===== config.mk =====
export PLATFORM = sky130hd
export DESIGN_NAME = fsk_frame_rx
export DESIGN_NICKNAME = d
export VERILOG_FILES = /design/src/rtl/fsk_pkg.sv /design/src/rtl/fsk_bit_timer.sv /design/src/rtl/fsk_frame_rx.sv
export SDC_FILE = /design/constraint.sdc
export NUM_CORES = 1
export LEC_CHECK = 0
export BUFFER_PORTS_ARGS = -buffer_cell sky130_fd_sc_hd__buf_4
export CORE_ASPECT_RATIO = 1.4
export CORE_MARGIN = 5
export CORE_UTILIZATION = 40
export DETAILED_ROUTE_END_ITERATION = 8
export HOLD_SLACK_MARGIN = 0.12
export PLACE_DENSITY = 0.58
export SYNTH_ARGS = -nofsm -noshare
export SYNTH_HDL_FRONTEND = slang
export SYNTH_SLANG_ARGS = --single-unit

===== constraint.sdc =====
create_clock -name clk -period 5.6 [get_ports clk]
set_input_delay 0.28 -clock clk [delete_from_list [all_inputs] [get_ports clk]]
set_output_delay 0.28 -clock clk [all_outputs]
set_load 0.05 [all_outputs]

===== src/rtl/fsk_pkg.sv =====
// Shared types and helpers for the FSK receive chain: frame FSM states,
// parity helper and the default bit period used across the demodulator.
package fsk_pkg;

  localparam int FSK_BIT_CYCLES = 1024;

  typedef enum logic [2:0] {
    IDLE,
    START,
    DATA,
    PARITY,
    STOP,
    WAIT_IDLE
  } rx_state_t;

  // Zero-extension to 9 bits does not change the XOR reduction.
  function automatic logic parity_of(input logic [8:0] d);
    return ^d;
  endfunction

endpackage


===== src/rtl/fsk_bit_timer.sv =====
// Bit-period counter for the frame receiver: ticks at the half-bit or
// full-bit terminal count and wraps so consecutive bits stay aligned.
module fsk_bit_timer #(
  parameter int BIT_CYCLES = 1024
) (
  input  logic clk,
  input  logic as_reset_n,
  input  logic clear,
  input  logic half,
  output logic tick
);

  localparam int CNT_W = $clog2(BIT_CYCLES);
  localparam logic [CNT_W-1:0] FULL_LAST = CNT_W'(BIT_CYCLES - 1);
  localparam logic [CNT_W-1:0] HALF_LAST = CNT_W'(BIT_CYCLES / 2 - 1);

  logic [CNT_W-1:0] cnt;

  always_ff @(posedge clk or negedge as_reset_n) begin
    if (!as_reset_n) begin
      cnt <= '0;
    end else if (clear || cnt == FULL_LAST) begin
      cnt <= '0;
    end else begin
      cnt <= cnt + 1'b1;
    end
  end

  assign tick = (cnt == (half ? HALF_LAST : FULL_LAST));

endmodule


===== src/rtl/fsk_frame_rx.sv =====
// Asynchronous serial frame receiver behind the FSK demodulator: start,
// LSB-first data, optional parity, one stop bit, single-entry output register.
module fsk_frame_rx
  import fsk_pkg::*;
#(
  parameter int BIT_CYCLES = FSK_BIT_CYCLES,
  parameter int DATA_BITS  = 8,
  parameter int PARITY_EN  = 1,
  parameter int PARITY_ODD = 0
) (
  input  logic                 clk,
  input  logic                 as_reset_n,
  input  logic                 carrier_present,
  input  logic                 rx_bit,
  output logic [DATA_BITS-1:0] rx_data,
  output logic                 rx_valid,
  input  logic                 rx_ready,
  output logic                 parity_err,
  output logic                 frame_err,
  output logic                 overrun,
  output logic                 carrier_err,
  output logic                 busy
);

  localparam int IDX_W = $clog2(DATA_BITS);
  localparam logic [IDX_W-1:0] IDX_LAST = IDX_W'(DATA_BITS - 1);
  localparam logic PAR_EN  = (PARITY_EN != 0);
  localparam logic PAR_ODD = (PARITY_ODD != 0);

  rx_state_t            state, state_n;
  logic                 tick;
  logic                 deliver;
  logic                 frame_bad;
  logic                 lost;
  logic [DATA_BITS-1:0] shreg;
  logic [IDX_W-1:0]     idx;
  logic                 perr_q;

  fsk_bit_timer #(
    .BIT_CYCLES(BIT_CYCLES)
  ) u_timer (
    .clk       (clk),
    .as_reset_n(as_reset_n),
    .clear     (state_n != state),
    .half      (state == START),
    .tick      (tick)
  );

  always_ff @(posedge clk or negedge as_reset_n) begin
    if (!as_reset_n) begin
      state <= IDLE;
    end else begin
      state <= state_n;
    end
  end

  // Carrier loss outranks any sample taken in the same cycle.
  always_comb begin
    state_n   = state;
    deliver   = 1'b0;
    frame_bad = 1'b0;
    lost      = 1'b0;
    case (state)
      IDLE: begin
        if (carrier_present && !rx_bit) state_n = START;
      end
      START: begin
        if (!carrier_present) begin
          state_n = IDLE;
          lost    = 1'b1;
        end else if (tick) begin
          state_n = rx_bit ? IDLE : DATA;
        end
      end
      DATA: begin
        if (!carrier_present) begin
          state_n = IDLE;
          lost    = 1'b1;
        end else if (tick && idx == IDX_LAST) begin
          state_n = PAR_EN ? PARITY : STOP;
        end
      end
      PARITY: begin
        if (!carrier_present) begin
          state_n = IDLE;
          lost    = 1'b1;
        end else if (tick) begin
          state_n = STOP;
        end
      end
      STOP: begin
        if (!carrier_present) begin
          state_n = IDLE;
          lost    = 1'b1;
        end else if (tick) begin
          if (rx_bit) begin
            deliver = 1'b1;
            state_n = IDLE;
          end else begin
            frame_bad = 1'b1;
            state_n   = WAIT_IDLE;
          end
        end
      end
      WAIT_IDLE: begin
        if (!carrier_present || rx_bit) state_n = IDLE;
      end
      default: state_n = IDLE;
    endcase
  end

  assign carrier_err = lost;
  assign busy        = (state != IDLE);

  always_ff @(posedge clk or negedge as_reset_n) begin
    if (!as_reset_n) begin
      shreg  <= '0;
      idx    <= '0;
      perr_q <= 1'b0;
    end else begin
      if (state == DATA && carrier_present && tick) begin
        shreg <= {rx_bit, shreg[DATA_BITS-1:1]};
        idx   <= idx + 1'b1;
      end else if (state != DATA) begin
        idx <= '0;
      end
      if (state == PARITY && carrier_present && tick) begin
        perr_q <= ((parity_of(9'(shreg)) ^ rx_bit) != PAR_ODD);
      end else if (state == START) begin
        perr_q <= 1'b0;
      end
    end
  end

  // Output register: hold the pending word until accepted, drop newcomers.
  always_ff @(posedge clk or negedge as_reset_n) begin
    if (!as_reset_n) begin
      rx_data    <= '0;
      rx_valid   <= 1'b0;
      parity_err <= 1'b0;
      frame_err  <= 1'b0;
      overrun    <= 1'b0;
    end else begin
      frame_err <= frame_bad;
      overrun   <= 1'b0;
      if (deliver) begin
        if (!rx_valid || rx_ready) begin
          rx_data    <= shreg;
          parity_err <= perr_q;
          rx_valid   <= 1'b1;
        end else begin
          overrun <= 1'b1;
        end
      end else if (rx_valid && rx_ready) begin
        rx_valid <= 1'b0;
      end
    end
  end

endmodule


# == After elaboration in Yosys (flattened, before gate mapping) ==
# Cells that the tools add are included.
# totals
wordCells,80
out_inout_bits,14
register_bits,37
# classes
mux,34
n_eq_ne,11
bitwise,1
reduce_logical,22
n_addsub,2
# ops
cell,count
3-bit 2-to-1 mux,13
10-bit 2-to-1 mux,2
3-bit case mux with 6 select lines,1
1-bit 2-to-1 mux,17
"10-bit by 1-bit adder with 10-bit output, second input constant",1
10-bit == test,1
"10-bit == test, second input constant",1
"3-bit == test, second input constant",3
9-bit parity,1
1-bit logical AND,7
"3-bit by 2-bit == test with 1-bit output, second input constant",2
2-bit nonzero test,3
2-bit AND reduction,2
4-bit OR reduction,1
"3-bit by 1-bit adder with 3-bit output, second input constant",1
"3-bit by 1-bit == test with 1-bit output, second input constant",1
1-bit zero test,3
3-bit zero test,1
1-bit logical OR,3
"3-bit by 2-bit inequality test with 1-bit output, second input constant",1
3-bit inequality test,1
3-bit nonzero test,1
2-bit 2-to-1 mux,1
"2-bit by 1-bit inequality test with 1-bit output, second input constant",1
1-bit bitwise XOR,1

# == Longest topological paths before layout ==
# Gate-level depths: netlist of run 1.
# depth
depth_word,10
ltp_mapped,7

# == Modules after synthesis ==
# A second synthesis of run 1 with hierarchy kept.
# hier_totals
hier_cells,160
hier_area_um2,1831.8
# modules_own_cells
module,n_inst,cells_each,seq_area_each_um2,area_per_inst_um2
fsk_frame_rx,1,111,675.6,1323.8
fsk_bit_timer,1,49,250.2,508.0

# == Worst setup path before layout of run 1 ==
# No wires, ideal clock.
# synth_timing
path_type,register to register
start,register u_timer.cnt[0]
end,register shreg[0]
required_time_ns,5.475
stages_incl_launch_ff,8
path_slack_ns,3.430
setup_ns,0.125
arrival_ns,2.045
cell_sequence,dfrtp_1 ha_1 nand4_2 or2_1 buf_6 or4_4 buf_6 mux2_4
# synth_via
elab_chain_cells,2
# synth_lines
item,line,source
from (decl),fsk_bit_timer.sv:17,logic [CNT_W-1:0] cnt;
from (signal assigned),fsk_bit_timer.sv:25,cnt <= cnt + 1'b1;
10-bit == test,fsk_bit_timer.sv:29,assign tick = (cnt == (half ? HALF_LAST : FULL_LAST));
1-bit logical AND,fsk_frame_rx.sv:121,if (state == DATA && carrier_present && tick) begin
to (signal assigned),fsk_frame_rx.sv:122,"shreg <= {rx_bit, shreg[DATA_BITS-1:1]};"
to (decl),fsk_frame_rx.sv:35,logic [DATA_BITS-1:0] shreg;
# No other way between the ends.
# A chain may end at the register's enable or synchronous reset.

# == Worst setup path in the final report of run 1 ==
# layout_timing
start,register state[1]
end,register rx_data[0]
# layout_via
elab_chain_cells,7
word_cells_on_any_way,8
cone_classes,eq/ne (3); mux (4); reduce/logical (1)
# layout_lines
item,line,source
from (decl),fsk_frame_rx.sv:30,"rx_state_t state, state_n;"
from (signal assigned),fsk_frame_rx.sv:53,state <= state_n;
3-bit by 1-bit == test with 1-bit output,fsk_frame_rx.sv:45,".half (state == START),"
10-bit 2-to-1 mux,fsk_bit_timer.sv:29,
10-bit == test,fsk_bit_timer.sv:29,
1-bit 2-to-1 mux,fsk_frame_rx.sv:95,end else if (tick) begin
1-bit 2-to-1 mux,fsk_frame_rx.sv:92,if (!carrier_present) begin
1-bit 2-to-1 mux (*),fsk_frame_rx.sv:63,case (state)
2-bit AND reduction (no line) (*),n/a,
to (signal assigned),fsk_frame_rx.sv:148,rx_data <= shreg;
to (decl),fsk_frame_rx.sv:15,"output logic [DATA_BITS-1:0] rx_data,"
# Mark *: on every way between the ends. The rest lies on a longest branch, timed or not.

==> results of run 1 <==
[power by group]
part	switching [mW]	internal (mW)
logic	0.0255	0.0160
registers	0.00784	0.273
clock network	0.0935	0.0858
[repair_timing]
item / 4_1_cts / 5_1_grt
setup endpoints to repair: 0 / 0
hold buffers: 1 / 0
endpoints found under the hold margin: 37 / 0
[state kept, by name (all words and copies together) (netlist names)]
signal,cells
frame_err,1
idx,3
overrun,1
parity_err,1
perr_q,1
rx_data,8
rx_valid,1
shreg,8
state,3
u_timer.cnt,10
[cell type report]
cell class	count	area [µm²]	share of cell area
tap	62	77.6	0.0356
inverter	6	22.5	0.0103
clock inverter	3	17.5	0.00804
sequential	37	926	0.425
timing repair buffer	19	145	0.0666
multi-input combinational	120	922	0.423
clock buffer	5	68.8	0.0316
[stage by stage]
step / worst slack, ns / instance area (µm²) / instances
6_report: 3.20 / 2180 / 252
5_1_grt: 3.08 / 2180 / 252
4_1_cts: 3.15 / 2180 / 252
3_5_place_dp: 3.18 / 2080 / 243
3_3_place_gp: 3.29 / 2080 / 243
2_1_floorplan: 3.43 / 1910 / 170
[how the worst max path moves through the flow]
stage	end	cells after the start	start
after floorplan	shreg[0]	7	u_timer.cnt[0]
after global placement	rx_data[0]	4	state[1]
after detailed placement	rx_data[0]	4	state[1]
after CTS	rx_data[0]	4	state[1]
after global routing	rx_data[0]	5	u_timer.cnt[0]
final	rx_data[0]	4	state[1]
[routing by layer]
| metal | vias to the layer above | track usage |
|---|---|---|
| met4 | 0 | 0.0630 |
| met3 | 7 | 0.0318 |
| li1 | 656 | - |
| met5 | - | 0 |
| met2 | 22 | 0.228 |
| met1 | 674 | 0.161 |
[kinds of logic (layout without fill, tap and decap cells)]
kind of cell	Yosys count	count (layout)	synth area share
AND/OR/NAND/NOR	58	58	0.181
flip-flops	37	37	0.484
AO/OA/AOI/OAI	24	24	0.0850
multiplexers	18	18	0.111
XOR/XNOR	17	17	0.0850
buffers and inverters	13	33	0.0346
adder cells (fa/ha/maj)	3	3	0.0196
[placed cells by master (no fill, tap or decap), types with 2 or more instances in the layout]
| cell | count |
|---|---|
| mux2_4 | 3 |
| o21ai_0 | 4 |
| nand2_1 | 9 |
| inv_1 | 6 |
| dfrtp_1 | 37 |
| o31ai_1 | 4 |
| nor2_1 | 9 |
| nand4_1 | 6 |
| a211oi_1 | 2 |
| nand2b_1 | 5 |
| nor3_1 | 11 |
| xnor2_1 | 10 |
| or4_1 | 3 |
| mux2_2 | 12 |
| nor4_1 | 2 |
| buf_4 | 18 |
| clkbuf_8 | 5 |
| ha_1 | 3 |
| a21oi_1 | 6 |
| nand3_1 | 3 |
| xor2_1 | 6 |
| clkinv_2 | 2 |
| mux2_1 | 2 |
==> run_results.csv, run 1 <==
group,metric,value,unit
setup_path,path_cells,"nand2b_1 > or4_1 > nor4b_4 > mux2_2",
timing,finClkSkew,0.00939,ns
final_layout,num-nets-final,197,
power_and_ir_drop,leakage,1.01,nW
timing,max-slew-margin-rel,0.475,
clock_network,cts_sinks,37,
timing,finalCriticalPeriod,2.40,ns
timing,setup_viol,0,
drt,drt_pass1_iterations,4,
setup_path,path_buf_inv,0,
setup_path,worstSetupEndpointType,"flip-flop",
final_layout,antennaDiodeCount,0,
drt,vias_per_cell,5.39,
synth,synth_top_cells_by_area,"dfrtp_1 48%, mux2_2 7.1%, xnor2_1 4.6%, nor3_1 2.9%, xor2_1 2.7%",
timing,rsz0062_at_grt,"no",
synth,syn_area,1910,µm²
clock_network,h-tree-depth,2,
drt,wl_per_cell,14.8,µm
timing,worst_pin_slew,0.781,ns
final_layout,final_layout_size_suffix_gt1_frac,0.242,
synth,syn_nets,178,
global_routing,overflow,0,
power_and_ir_drop,power,502,µW
synth,synth_common_cells,"37 x dfrtp_1, 12 x mux2_2, 11 x nor3_1, 10 x xnor2_1",
setup_path,ff2ff_path_depth,4,
setup_path,critPathKind,"reg2reg",
setup_path,critPathTopFamily,"simple AND/OR/NAND/NOR gates",
clock_network,clk_latency,0.29,ns
synth,synth_enable_flop_cells,0,
placement,port_buffers,18,
setup_path,critPathArrivalTime,2.57,ns
drt,drt-met1-wl,1570,µm
final_layout,utilization,0.477,
setup_path,worstPathRequired,5.77,ns
drt,drcViolationCount,0,
global_routing,groute.usage.overall,0.137,
floorplanning,die_h,91.9,µm
synth,synth_top_area_frac,0.484,
drt,drtAntennaViolNets,0,
timing,period_share,0.429,
drt,drt_iter0_markers,28,
synth,ys.warnings.count,0,
clock_network,cts_made_buffers,5,
final_layout,fillerInstances,454,
clock_network,post-cts-setup-buffers,0,
floorplanning,die_w,68.5,µm
synth,yosysSeqAreaShare,0.484,
final_layout,syn2layout_area_growth,13.9,%
clock_network,cts_root_buffer,"clkbuf_8",
setup_path,r2r_start,"state[1]",
drt,wl_met2,1940,µm
clock_network,cts_tree,"done",
setup_path,worstPathMaxFanout,14,
timing,fmax,0.416,GHz
synth,synthMostInstantiatedCell,"dfrtp_1",
global_routing,antenna_found_initial,0,
global_routing,grt_pass1_vias,1408,
timing,fin_hold_ws,0.279,ns
placement,hpwlAfterDp,2770,µm
clock_network,cts_buffer_depth,2,
synth,netlist_instances,170,
floorplanning,num_rows,29,
job,maxCapViolations,0,
synth,synth_top_cell_by_area,"dfrtp_1",
global_routing,grt_max_degree,38,
power_and_ir_drop,peakVddDrop,0.184,mV
floorplanning,core-area,4570,µm²
synth,synth_ff_type,"dfrtp_1",
drt,drt_wl_total,3740,µm
drt,num_vias,1359,
timing,hold_violations,0,
drt,dr_wl_met3,144,µm
global_routing,grt_pass1_wl,6580,µm
outcome,status,"finished, final reports clean",
setup_path,worstReg2RegEnd,"rx_data[0]",
synth,synth-seq-cells,37,
worst_hold_path,min_to,"state[0]",
synth,yosysUniqueCellTypes,43,
setup_path,rrSetupSlack,3.20,ns
floorplanning,pin_count,19,
worst_hold_path,hold_start,"carrier_present",
timing,finalSetupTns,0,ns
setup_path,start_kind,"flip-flop",
synth,ys_async_sr_fraction,1.00,
clock_network,cts-resized-gates,0,
floorplanning,start_util,0.419,
floorplanning,dieArea,6290,µm²
worst_hold_path,min_path_type,"in2reg",
synth,syn_area_per_cell,11.3,µm²
power_and_ir_drop,p_per_area,230,nW/µm²
setup_path,crit_slowest_cell,"nor4b_4",
worst_hold_path,hold_depth,2,
placement,place_congestion,0.819,
timing,maxSlewViolCount,0,
setup_path,critPathMaxStageDelay,0.58,ns
drt,top_layer,"met4",
clock_network,clkTransAtPathRegs,0.08,ns
Note: power is estimated with default switching activity, not from simulation.
==> run 2: changes to the inputs <==
Settings changed: ABC_AREA set to 1.
Clock period 5.6 ns to 2.4 ns, I/O delays scaled along.
==> run 2 against run 1 <==
Total power increased to 2.5 times the previous value. Largest power group unchanged. Critical path depth increased by 6. Clock skew about the same. Combinational power increased to 3.8 times the previous value. Fmax increased by 24%. Utilization decreased by 0.85 points. Global-route usage about the same. Sequential power increased by 140%. Register-to-register slack got worse by 2.7 ns. Routed wire length decreased by 3.2%. Sequential cell count unchanged. Via count increased by 3.3%. Highest routed layer unchanged.
==> run_results.csv, run 2 <==
group,metric,value,unit
outcome,status,"finished, final reports clean",
global_routing,groute.usage.overall,0.136,
drt,vias_per_cell,4.88,
timing,fmax,0.515,GHz
clock_network,cts_made_buffers,5,
drt,drt_wl_total,3620,µm
timing,rsz0062_at_grt,"no",
setup_path,worstPathRequired,2.58,ns
final_layout,top_regs,"u_timer.cnt (10), rx_data (8), shreg (8)",
drt,drtAntennaViolNets,0,
global_routing,overflow,0,
clock_network,h-tree-depth,2,
final_layout,layout_common_cells,"37 x nand2_1, 37 x dfrtp_1, 25 x inv_1",
floorplanning,die_h,92.2,µm
synth,syn_nets,207,
clock_network,cts_root_buffer,"clkbuf_8",
global_routing,grt_max_degree,38,
drt,num_vias,1404,
synth,synth_enable_flop_cells,0,
timing,period_share,0.808,
placement,place_congestion,0.730,
power_and_ir_drop,leakage,1.06,nW
setup_path,critPathKind,"reg2reg",
timing,worst_pin_slew,0.469,ns
setup_path,critPathTopFamily,"simple AND/OR/NAND/NOR gates",
timing,maxSlewViolCount,0,
timing,setup_viol,0,
clock_network,cts_buffer_depth,2,
setup_path,path_cells,"ha_1 > nand2_1 > nor2_2 > nand4_4 > nor2_8 > nand4_1 > o21ai_0 > inv_2 > nand3_4 > nor3_2",
synth,ys_async_sr_fraction,1.00,
final_layout,syn2layout_area_growth,15.7,%
final_layout,num-nets-final,231,
placement,port_buffers,18,
clock_network,cts_tree,"done",
floorplanning,num_rows,30,
drt,drt_pass1_iterations,4,
synth,synth_ff_type,"dfrtp_1",
global_routing,grt_busiest_layer,"met2",
power_and_ir_drop,peakVddDrop,0.316,mV
synth,synth_top_area_frac,0.480,
floorplanning,die_w,68.7,µm
drt,drt_iter0_markers,94,
global_routing,met1_usage,0.166,
synth,syn_area_per_cell,9.70,µm²
synth,syn_area,1930,µm²
global_routing,grt.met3_usage,0.0343,
setup_path,start_kind,"flip-flop",
synth,yosysUniqueCellTypes,31,
global_routing,antenna_found_initial,0,
drt,wl_per_cell,12.6,µm
timing,max-slew-margin-rel,0.687,
setup_path,worstSetupEndpointType,"flip-flop",
synth,yosysSeqAreaShare,0.480,
global_routing,grt_pass1_vias,1463,
final_layout,largest_reg_flops,10,
synth,netlist_instances,199,
power_and_ir_drop,p_per_area,565,nW/µm²
job,maxCapViolations,0,
drt,drcViolationCount,0,
floorplanning,pin_count,19,
final_layout,max_flop_register,"u_timer.cnt",
floorplanning,dieArea,6330,µm²
floorplanning,start_util,0.405,
setup_path,critPathArrivalTime,2.12,ns
placement,hpwlAfterDp,2530,µm
floorplanning,core-area,4770,µm²
timing,finalCriticalPeriod,1.94,ns
timing,finClkSkew,0.00899,ns
synth,ys.warnings.count,0,
setup_path,critPathMaxStageDelay,0.39,ns
synth,synth-seq-cells,37,
final_layout,utilization,0.468,
synth,synth_top_cell_by_area,"dfrtp_1",
global_routing,grt_pass1_wl,6630,µm
clock_network,cts_sinks,37,
synth,synth_top_cells_by_area,"dfrtp_1 48%, nand2_1 7.2%, nor3_2 5.2%, o21ai_0 4.9%, inv_1 4.9%",
clock_network,clk_latency,0.29,ns
timing,hold_violations,0,
timing,finalSetupTns,0,ns
setup_path,crit_slowest_cell,"dfrtp_1",
clock_network,clkTransAtPathRegs,0.08,ns
worst_hold_path,min_path_type,"in2reg",
final_layout,final_layout_size_suffix_gt1_frac,0.268,
global_routing,gr-usage-met2,0.224,
setup_path,worstPathMaxFanout,10,
setup_path,path_buf_inv,1,
final_layout,antennaDiodeCount,0,
synth,synth_common_cells,"37 x dfrtp_1, 37 x nand2_1, 25 x inv_1, 19 x o21ai_0",
[run 2: cell types whose count changed after synthesis, sizes merged, moves of 3 or more]
cell    previous run  this run
a21oi              6         2
buf                4         1
inv                6        29
mux2              17         2
nand2              9        40
nand2b             5         0
nand3              3        16
o21ai              4        19
o31ai              4         1
or4                4         0
[run 2: tightest hold or removal path: stages]
cell and delay, ns:
buf_4 0.13, nand2_1 0.10, nor4_1 0.05
[run 2: power breakdown]
group / switching [mW] / internal, mW
clock network: 0.228 / 0.200
logic: 0.0968 / 0.0613
registers: 0.0254 / 0.649
[run 2: final timing paths]
check,startpoint,end,slack (ns),depth (start not counted)
max,u_timer.cnt[0],u_timer.cnt[2],0.46,10
min,rx_bit,overrun,0.15,3
max reg2reg,u_timer.cnt[0],u_timer.cnt[2],0.46,10
min reg2reg,u_timer.cnt[0],u_timer.cnt[0],0.48,1
max in group asynchronous,as_reset_n,rx_valid,1.75,2
min in group asynchronous,as_reset_n,frame_err,0.31,2
[run 2: layout make-up]
cell class / count / area, µm²
multi-input combinational: 131 / 886
tap: 64 / 80.1
clock buffer: 5 / 68.8
timing repair buffer: 19 / 145
inverter: 29 / 109
fill: 505 / 2530
sequential: 37 / 926
clock inverter: 3 / 17.5
[run 2: what timing repair did]
item	in CTS	in global routing
endpoints found under the hold margin	37	0
endpoints found under the setup margin	0	0
hold buffers	1	0
gates resized for setup	0	0
setup buffers	0	0
[run 2: cell families (layout without fill, tap and decap cells)]
group           after synthesis  in the layout  synth area share
fa+ha+maj                     3              3            0.0195
mux                           2              2            0.0117
xor+xnor                     15             15            0.0681
buf+inv                      31             56            0.0610
compound gates               24             24            0.0707
flops                        37             37             0.480
simple gates                 87             87             0.289
[run 2: stage by stage]
| stage | hold slack [ns] | instances | total power [mW] | setup slack, ns | cell area (µm²) |
|---|---|---|---|---|---|
| final | 0.148 | 288 | 1.26 | 0.460 | 2230 |
| after global routing | 0.160 | 288 | 1.34 | 0.329 | 2230 |
| after CTS | 0.143 | 288 | 1.29 | 0.440 | 2230 |
| after detailed placement | 0.125 | 279 | 0.845 | 0.459 | 2140 |
| after global placement | 0.120 | 279 | 0.844 | 0.477 | 2140 |
| after floorplan | -0.176 | 199 | 0.798 | 0.512 | 1930 |
[run 2: metal layers]
layer | up-vias | wire, µm | part of all wire
met5 | - | 0 | 0
met4 | 0 | 67 | 0.019
met3 | 7 | 78 | 0.022
met2 | 13 | 1900 | 0.53
met1 | 678 | 1570 | 0.43
li1 | 706 | - | -
==> run 3: changes to the inputs <==
Settings changed: PLACE_DENSITY 0.58 to 0.6.
Clock period 2.4 ns to 1.6 ns, I/O delays scaled along.
==> run 3 against run 2 <==
Register-to-register slack got worse by 0.62 ns. Largest cell class is now multi-input combinational cells. Hold slack improved by 0.015 ns. Die area did not move. The run now ends with setup timing left. Critical path depth did not move. Clock power rose by 130%. Non-clock buffer count rose by 44. Routed wire length rose by 17%. Setup slack got worse by 0.62 ns. Utilization rose by 12 points. Clock skew fell by 0.0017 ns. Highest routed layer unchanged. Total power rose by 85%.
==> run_results.csv, run 3 (same netlist as run 2, synthesis figures left out) <==
group,metric,value,unit
outcome,status,"complete, but fails checks",
outcome,violations,"setup timing",
floorplanning,pin_count,19,
global_routing,grt_pass1_wl,7330,µm
final_layout,largest_reg_flops,10,
final_layout,layout_common_cells,"53 x buf_4, 36 x dfrtp_1, 26 x nand2_1",
floorplanning,core-area,4770,µm²
drt,drt_iter0_markers,50,
final_layout,antennaDiodeCount,0,
final_layout,syn2layout_area_growth,46.4,%
drt,drtAntennaViolNets,0,
drt,drt_pass1_iterations,4,
clock_network,cts_buffer_depth,2,
setup_path,start_kind,"flip-flop",
final_layout,max_flop_register,"u_timer.cnt",
power_and_ir_drop,p_per_area,824,nW/µm²
clock_network,cts_sinks,37,
setup_path,critPathKind,"reg2reg",
clock_network,cts_root_buffer,"clkbuf_8",
timing,rsz0062_at_grt,"yes",
floorplanning,start_util,0.405,
placement,hpwlAfterDp,2930,µm
timing,finalSetupTns,-3.49,ns
worst_hold_path,min_path_type,"in2reg",
job,maxCapViolations,0,
power_and_ir_drop,swShare,0.245,
setup_path,worstPathMaxFanout,10,
timing,hold_violations,0,
final_layout,top_regs,"u_timer.cnt (10), rx_data (8), shreg (8)",
floorplanning,num_rows,30,
placement,placed_cell_area,2420,µm²
timing,finalCriticalPeriod,1.76,ns
setup_path,worstPathRequired,1.82,ns
drt,vias_per_cell,4.82,
clock_network,cts_made_buffers,5,
global_routing,grt_max_degree,38,
timing,max-slew-margin-rel,0.691,
drt,num_vias,1604,
power_and_ir_drop,power.share.clock,0.421,
clock_network,cts_tree,"done",
setup_path,worstSetupEndpointType,"flip-flop",
final_layout,fin_area,2830,µm²
clock_network,clkTransAtPathRegs,0.08,ns
placement,place_congestion,0.850,
global_routing,overflow,0,
power_and_ir_drop,leakage,1.37,nW
final_layout,final_common_cell,"buf_4",
final_layout,final_layout_size_suffix_gt1_frac,0.483,
floorplanning,die_w,68.7,µm
power_and_ir_drop,power_frac_comb,0.140,
timing,fmax,0.567,GHz
floorplanning,die_h,92.2,µm
clock_network,h-tree-depth,2,
drt,drcViolationCount,0,
floorplanning,dieArea,6330,µm²
clock_network,clk_latency,0.29,ns
final_layout,fillerInstances,403,
global_routing,groute.usage.overall,0.153,
global_routing,grt_pass1_vias,1636,
power_and_ir_drop,p_sw,571,µW
timing,finClkSkew,0.00725,ns
power_and_ir_drop,p_seq_frac,0.439,
timing,maxSlewViolCount,0,
drt,wl_per_cell,12.7,µm
timing,setup_viol,30,
placement,port_buffers,18,
power_and_ir_drop,peakVddDrop,0.539,mV
timing,fin_ws,-0.163,ns
timing,worst_pin_slew,0.463,ns
drt,drt_wl_total,4240,µm
global_routing,antenna_found_initial,0,
power_and_ir_drop,cellInternalPower,1.76,mW
setup_path,critPathArrivalTime,1.98,ns
final_layout,num-nets-final,276,
timing,period_share,1.10,
==> run 3: cell count changes in the layout (fill, tap and decap cells not counted), moves of 6 or more <==
cell / delta
nand2_2: +10
buf_4: +35
o21ai_0: -13
o21ai_2: +6
o21ai_1: +7
nand2_1: -11
buf_6: +6
==> run 3: through the flow <==
step / power [mW] / hold slack (ns) / setup slack [ns] / cells / util
after floorplan: 1.20 / -0.216 / -0.130 / 199 / -
after global placement: 1.31 / 0.0723 / -0.161 / 315 / 0.509
after CTS: 2.33 / 0.127 / -0.231 / 330 / 0.569
after global routing: 2.43 / 0.156 / -0.269 / 333 / 0.593
final: 2.33 / 0.163 / -0.163 / 333 / 0.593
after detailed placement: 1.32 / 0.0755 / -0.219 / 315 / 0.509
==> run 3: per-layer routing <==
layer	global-route usage	vias to the layer above	wire [µm]
li1	-	794	-
met1	0.177	773	1710
met2	0.250	28	2280
met3	0.0404	9	126
met4	0.0764	0	112
met5	0	-	0
==> run 3: final timing paths <==
kind / from / end / slack (ns) / depth (start not counted)
max in group asynchronous: as_reset_n / state[2] / 0.97 / 2
max reg2reg: u_timer.cnt[0] / u_timer.cnt[1] / -0.16 / 10
max: u_timer.cnt[0] / u_timer.cnt[1] / -0.16 / 10
min: rx_bit / rx_data[2] / 0.16 / 3
min reg2reg: rx_data[3] / rx_data[3] / 0.50 / 2
min in group asynchronous: as_reset_n / shreg[5] / 0.28 / 2
==> run 3: final cells by class <==
cell class,count,area (µm²),area share
clock inverters,3,68.8,0.0244
well taps,64,80.1,0.0283
flip-flops and latches,37,927,0.328
clock buffers,5,68.8,0.0244
repair buffers,63,526,0.186
multi-input cells,132,1050,0.370
inverters,29,109,0.0385
==> run 3: repair_timing <==
action	4_1_cts	5_1_grt
endpoints found under the setup margin	33	36
gates cloned	1	0
hold buffers	1	1
hold endpoints to repair	37	1
gates resized for setup	24	24
pin swaps	7	8
setup buffers	5	2
==> run 3: power by group through the flow <==
stage | clock, mW | sequential [mW] | combinational [mW]
2_1_floorplan | 0 | 1.02 | 0.178
3_3_place_gp | 0 | 1.02 | 0.290
3_5_place_dp | 0 | 1.03 | 0.298
4_1_cts | 1.00 | 1.01 | 0.313
5_1_grt | 1.05 | 1.03 | 0.354
6_report | 0.981 | 1.02 | 0.325
==> run 3: worst max-delay path, stage by stage, from the launching register on <==
cell     delay (ns)
dfrtp_1        0.40
ha_4           0.17
nand2_4        0.05
nor2_4         0.11
nand4_4        0.12
nor2_8         0.12
buf_12         0.12
nand3_2        0.09
nand4_1        0.17
nand2_4        0.14
nor3_2         0.17
